==> config.mk <==
export PLATFORM = sky130hd
export DESIGN_NAME = hwint_ctrl
export DESIGN_NICKNAME = d
export VERILOG_FILES = /design/src/rtl/hwint_ctrl.sv
export SDC_FILE = /design/constraint.sdc
export NUM_CORES = 1
export LEC_CHECK = 0
export CORE_MARGIN = 2
export CORE_UTILIZATION = 45
export DETAILED_ROUTE_END_ITERATION = 10
export GPL_TIMING_DRIVEN = 0
export PLACE_DENSITY = 0.8
export SYNTH_ARGS = -nofsm -noshare
export SYNTH_HDL_FRONTEND = slang
export SYNTH_SLANG_ARGS = --single-unit
==> constraint.sdc <==
create_clock -name clk -period 1.77 [get_ports clk]
set_input_delay 0.2655 -clock clk [delete_from_list [all_inputs] [get_ports clk]]
set_output_delay 0.2655 -clock clk [all_outputs]
set_load 0.02 [all_outputs]
==> src/rtl/hwint_ctrl.sv <==
// External interrupt controller feeding CP0 HWint_in: captures level/edge sources,
// masks them and presents a registered vector with a programmable post-ack hold-off.
module hwint_ctrl #(
  parameter int                N_SRC    = 6,
  parameter int                HOLD_W   = 8,
  parameter logic [HOLD_W-1:0] HOLD_RST = 8'd4
) (
  input  logic             clk,
  input  logic             reset,
  input  logic [N_SRC-1:0] src_irq,
  input  logic [3:0]       addr,
  input  logic             we,
  input  logic [31:0]      wdata,
  output logic [31:0]      rdata,
  input  logic             int_ack,
  output logic [5:0]       hwint_out,
  output logic             busy,
  output logic [1:0]       state_dbg
);

  localparam logic [1:0] IDLE = 2'd0;
  localparam logic [1:0] REQ  = 2'd1;
  localparam logic [1:0] HOLD = 2'd2;

  logic [N_SRC-1:0]  src_q, enable, mode, pending;
  logic [N_SRC-1:0]  rise, act, act_low, ack_clr, w1c, pend_nxt;
  logic [5:0]        act6;
  logic [HOLD_W-1:0] hold_len, cnt;
  logic [1:0]        state;
  logic              wr_enable, wr_mode, wr_pend, wr_hold;
  logic              unused_ok;

  assign wr_enable = we && (addr[3:2] == 2'd0);
  assign wr_mode   = we && (addr[3:2] == 2'd1);
  assign wr_pend   = we && (addr[3:2] == 2'd2);
  assign wr_hold   = we && (addr[3:2] == 2'd3);
  assign unused_ok = ^{addr[1:0], wdata[31:HOLD_W]};

  always_comb begin
    rise    = src_irq & ~src_q;
    act     = pending & enable;
    act_low = act & (~act + N_SRC'(1));
    ack_clr = int_ack ? act_low : '0;
    w1c     = wr_pend ? wdata[N_SRC-1:0] : '0;
    // Edge bits: a new rise wins over any clear in the same cycle.
    // Level bits simply follow the captured line.
    pend_nxt = (mode & ((pending & ~(w1c | ack_clr)) | rise)) | (~mode & src_q);
    act6 = '0;
    act6[N_SRC-1:0] = act;
  end

  always_comb begin
    rdata = '0;
    case (addr[3:2])
      2'd0:    rdata[N_SRC-1:0]  = enable;
      2'd1:    rdata[N_SRC-1:0]  = mode;
      2'd2:    rdata[N_SRC-1:0]  = pending;
      default: rdata[HOLD_W-1:0] = hold_len;
    endcase
  end

  always_ff @(posedge clk or negedge reset) begin
    if (!reset) begin
      src_q    <= '0;
      enable   <= '0;
      mode     <= '0;
      pending  <= '0;
      hold_len <= HOLD_RST;
    end else begin
      src_q   <= src_irq;
      pending <= pend_nxt;
      if (wr_enable) enable   <= wdata[N_SRC-1:0];
      if (wr_mode)   mode     <= wdata[N_SRC-1:0];
      if (wr_hold)   hold_len <= wdata[HOLD_W-1:0];
    end
  end

  always_ff @(posedge clk or negedge reset) begin
    if (!reset) begin
      state     <= IDLE;
      cnt       <= '0;
      hwint_out <= '0;
    end else begin
      hwint_out <= (state == REQ) ? act6 : 6'd0;
      case (state)
        IDLE: if (|act) state <= REQ;
        REQ: begin
          if (int_ack) begin
            state <= HOLD;
            cnt   <= hold_len;
          end else if (act == '0) begin
            state <= IDLE;
          end
        end
        HOLD: begin
          // cnt was loaded at ack; a HOLD write now only affects the next hold-off.
          if (cnt == '0) state <= IDLE;
          else           cnt   <= cnt - 1'b1;
        end
        default: state <= IDLE;
      endcase
    end
  end

  assign busy      = (state != IDLE);
  assign state_dbg = state;

endmodule

After elaboration in Yosys (flattened, before gate mapping)

Index checks and enable logic that the tools add are counted.

Register bits: 48
Logic and storage cells: 60

Add/subtract/negate cells: 2
Eq/ne operators: 10
Multiplexer cells: 13
Bitwise logic cells: 13
Reductions and logical operators: 14

Operators by type and width:

| operator              | number |
|---|---|
| $and A6 B6 Y6         | 6 |
| $not A6 Y6            | 4 |
| $mux W6               | 3 |
| $or A6 B6 Y6          | 3 |
| $pmux W6 S3           | 1 |
| $mux W8               | 2 |
| $pmux W8 S2           | 1 |
| $mux W2               | 5 |
| $logic_not A8 Y1      | 1 |
| $ne A2 B2 Y1 const B  | 4 |
| $sub A8 B1 Y8 const B | 1 |
| $add A6 B1 Y6 const B | 1 |
| $eq A2 B2 Y1 const B  | 3 |
| $logic_not A6 Y1      | 1 |
| $pmux W2 S3           | 1 |
| $reduce_and A3 Y1     | 2 |
| $reduce_or A6 Y1      | 1 |
| $eq A2 B1 Y1 const B  | 2 |
| $logic_and A1 B1 Y1   | 4 |
| $logic_not A2 Y1      | 2 |
| $reduce_bool A2 Y1    | 2 |
| $ne A3 B2 Y1 const B  | 1 |
| $reduce_or A3 Y1      | 1 |

Longest topological paths before layout

Word-level depth: 11
Gate-level depth with buffers: 6

Worst setup path after synthesis

No wires, ideal clock.

Path kind: reg2reg
From: register cnt[0]
To: register cnt[6]
Data arrival time: 1.456 ns
Setup slack: 0.190 ns
Stages on the path, launching flop included: 7
Clock period less this slack: 1.580 ns
Path through: dfrtp_1 -> inv_1 -> ha_1 -> or3b_2 -> nor3_1 -> o22ai_1 -> o2bb2ai_1

Longest elaborated chain between the ends: 3
Elaborated cells between the ends (all ways): 6
Classes of those cells: add/sub: 1; eq/ne: 1; mux: 2; reduce/logical: 2

RTL lines:

| element                                           | line   | source |
|---|---|---|
| start: declaration                                | 28     | `logic [HOLD_W-1:0] hold_len, cnt;` |
| start signal: assignment                          | 90     | `cnt <= hold_len;` |
| start signal: assignment                          | 98     | `else cnt <= cnt - 1'b1;` |
| $sub A8 B1 Y8 or $logic_not A8 Y1 (tied branches) | 98, 97 |  |
| $mux W8 or $ne A2 B2 Y1 (tied branches)           | -      |  |
| $pmux W8 S2 or $reduce_and A3 Y1 (tied branches)  | -      |  |

Parallel ways exist; a longest one is shown, timed or not. The select of a mux whose other input is x is not followed.
A chain may end at the register's enable or synchronous reset.

Worst setup path in the final report

From: register hold_len[4]
To: output rdata[4]

Longest elaborated chain between the ends: 1

RTL lines:

| element                  | line | source |
|---|---|---|
| start: declaration       | 28   |  |
| start signal: assignment | 74   | `if (wr_hold) hold_len <= wdata[HOLD_W-1:0];` |
| $pmux W6 S3              | 54   | `case (addr[3:2])` |
| end: declaration         | 14   | `output logic [31:0] rdata,` |

Every way passes these cells.

==> impl_metrics.csv <==
group,metric,value,unit
floorplan,pin_count,87,
cts,ctsHtreeMaxLevel,2,
global_route,grt_pass1_vias,1695,
route,drc,0,
placement,portBuffers,36,
pwr,leakage,0.00144,uW
timing,fmax,574,MHz
route,viasPerCell,5.18,
yosys,yosysSeqAreaShare,49.3,%
critical_path,ff2ff_setup_slack,100,ps
hold_path,min_path_type,"in -> reg",
floorplan,start_util,47.2,%
pwr,irDropWorstVdd,621,uV
floorplan,fp.dieArea,6030,sq um
layout,finish.utilization,61.5,%
layout,area_growth,30.5,%
timing,worst_clock_skew,3.60,ps
timing,hold_violations,0,
timing,post-route-min-period,1740,ps
cts,clockBufferDepth,2,
timing,post-route-period-util,98.4,%
route,wl_per_cell,14.6,um
timing,fin_setup_tns,0,ps
yosys,yosys_warnings,0,
route,antenna_left,0,
cts,clkTransAtPathRegs,80,ps
pwr,p_per_area,1260,nW/um^2
pwr,pwr-share-seq,41.4,%
critical_path,critPathMaxFanout,3,
yosys,synthCells,212,
pwr,swShare,36.4,%
global_route,antenna_found_initial,0,
floorplan,die_h,77.6,um
placement,dp_hpwl,3730,um
critical_path,crit_arrival,1480,ps
critical_path,crit_end,"rdata[4]",
critical_path,critPathKind,"reg -> out",
timing,setup_viol,0,
timing,fin_ws,28.2,ps
global_route,grt_pass1_wl,8380,um
cts,cts_root_buf,"clkbuf_8",
global_route,gr-total-overflow,0,
placement,placed_area,2990,sq um
pwr,pwr-share-comb,38.8,%
layout,nNetsFinal,337,
pwr,power.switching,1450,uW
floorplan,design.core.area,5170,sq um
critical_path,crit_path_end_kind,"output pin",
global_route,grt_max_degree,30,
critical_path,worstPathRequired,1500,ps
route,drt_wl_total,5260,um
critical_path,critPathLaunch,"hold_len[4]$_DFFE_PN0P_",
outcome,status,"complete, no violations",
layout,mostFrequentLayoutCells,"dfrtp_1, buf_4, clkdlybuf4s50_1, conb_1, mux2_2",
global_route,grt_usage,18.1,%
layout,diodes,0,
floorplan,die_x,77.6,um
layout,final_common_cell,"dfrtp_1",
critical_path,cp-start-kind,"flop",
cts,cts_buffers,5,
yosys,synth.ff_latch_count,48,
cts,insertion_delay,310,ps
yosys,synth_cell_type_count,43,
yosys,syn_avg_cell_area,11.5,sq um
pwr,p_clk_share,19.8,%
layout,stdcell_area,3180,sq um
yosys,syn-cell-area,2440,sq um
pwr,p_int,2540,uW
floorplan,fp-row-count,26,
flow_run,cap_violations,0,
critical_path,timing.rr.end,"pending[5]$_DFF_PN0_",
critical_path,r2r_cells,4,
route,firstDrtPassIters,4,
timing,drv_slew,0,
cts,cts.sinks,48,
critical_path,r2r-start,"enable[3]$_DFFE_PN0P_",
timing,tightest_slew,568,ps
placement,gp_congestion,0.823,
timing,max_slew_margin,62.0,%
layout,drive_above_1_share,31.4,%
route,drt_iter0_drc,126,
placement,place_ws,-670,ps
layout,fillers,426,
cts,cts_tree,"built",
route,via_count,1865,
-- per-layer routing --
metal  vias up  global-route usage [%]  part of all wire (%)
li1        877                       -                     -
met1       901                    25.1                    43
met2        77                    28.5                    48
met3        10                    3.14                   6.3
met4         0                    6.61                   2.0
met5         -                       0                     0
-- sequential cells by signal, indices dropped and copies added, names as in the netlist --
signal     flops
src_q          6
enable         6
state_dbg      2
mode           6
hold_len       8
pending        6
hwint_out      6
cnt            8
-- cells in the mapped netlist --
master | count | area (sq um)
dfrtp_1 | 47 | 1180
inv_1 | 7 | 26.3
o22ai_1 | 4 | 25.0
mux2i_1 | 2 | 20.0
nand2b_1 | 2 | 12.5
o2bb2ai_1 | 6 | 52.6
nand4_1 | 2 | 12.5
nor3_1 | 4 | 20.0
a21boi_0 | 1 | 7.51
or4_4 | 1 | 11.3
dfstp_2 | 1 | 26.3
conb_1 | 1 | 3.75
nor4_2 | 1 | 12.5
nor2_4 | 2 | 22.5
nand3_1 | 3 | 15.0
nor2_2 | 1 | 6.26
nor3b_1 | 1 | 7.51
o221ai_1 | 1 | 8.76
and3b_1 | 1 | 8.76
mux4_2 | 6 | 135
o21ai_0 | 4 | 20.0
a32oi_1 | 5 | 43.8
buf_2 | 2 | 10.0
nand3b_1 | 1 | 7.51
nor4b_1 | 1 | 8.76
a21oi_2 | 1 | 8.76
mux2_2 | 20 | 225
nor3b_2 | 1 | 12.5
or3b_2 | 1 | 8.76
nor2b_1 | 2 | 12.5
nor2_1 | 15 | 56.3
buf_4 | 26 | 195
a221oi_1 | 1 | 8.76
a41o_1 | 1 | 10.0
nand2_1 | 15 | 56.3
and3_1 | 3 | 18.8
a222oi_1 | 1 | 10.0
or2_2 | 1 | 6.26
a2bb2oi_1 | 1 | 8.76
a21oi_1 | 10 | 50.1
clkbuf_1 | 1 | 3.75
a22oi_1 | 3 | 22.5
ha_1 | 2 | 25.0
-- cells by family (layout without fill, tap and decap cells) --
logic type	Yosys count	in the layout	share of synthesized area (%)
mux	28	28	15.6
buf+inv	36	91	9.64
flops	48	48	49.3
compound gates	39	39	11.3
simple gates	58	58	13.0
fa+ha+maj	2	2	1.03
other cells	1	24	0.154
-- stage by stage --
step | std cells | total power, uW | hold slack (ps)
2_1_floorplan | 235 | 2620 | -30.1
3_3_place_gp | 341 | 3070 | 466
3_5_place_dp | 342 | 3130 | 242
4_1_cts | 356 | 3910 | 423
5_1_grt | 360 | 4220 | 428
6_report | 360 | 4000 | 417
-- worst min-delay path by stage --
| stage | end | from | cells past startpoint |
|---|---|---|---|
| floorplan | cnt[0]$_DFFE_PN0P_ | reset | 0 |
| global placement | pending[4]$_DFF_PN0_ | mode[4]$_DFFE_PN0P_ | 1 |
| detailed placement | cnt[7]$_DFFE_PN0P_ | reset | 1 |
| CTS | src_q[5]$_DFF_PN0_ | src_irq[5] | 1 |
| global route | src_q[5]$_DFF_PN0_ | src_irq[5] | 1 |
| finish | src_q[1]$_DFF_PN0_ | src_irq[1] | 1 |
-- area by class of cell --
type | instances | area (sq um) | area share, %
inverter | 7 | 26.3 | 0.825
sequential | 48 | 1200 | 37.8
tap | 70 | 87.6 | 2.75
clock buffer | 7 | 76.3 | 2.40
timing repair buffer | 47 | 425 | 13.4
clock inverter | 1 | 30.0 | 0.943
multi-input combinational | 151 | 1120 | 35.1
buffer | 29 | 219 | 6.88
-- power by group through the flow --
stage	logic, uW	clock network, uW	registers (uW)
floorplan	972	0	1650
global placement	1440	0	1640
detailed placement	1480	0	1650
CTS	1480	795	1630
global route	1670	847	1700
finish	1550	791	1660
-- worst max-delay path: stages, from the launching register on --
cell and delay, ps:
dfrtp_1 410, mux4_2 490, clkdlybuf4s15_2 270
-- timing repair --
action	CTS	global route
setup buffers	4	4
hold endpoints to repair	19	0
gates resized for setup	26	10
hold buffers	1	0
gates cloned	1	0
setup endpoints to repair	10	17
pin swaps	0	1
Power figures use the tool's default switching activity.
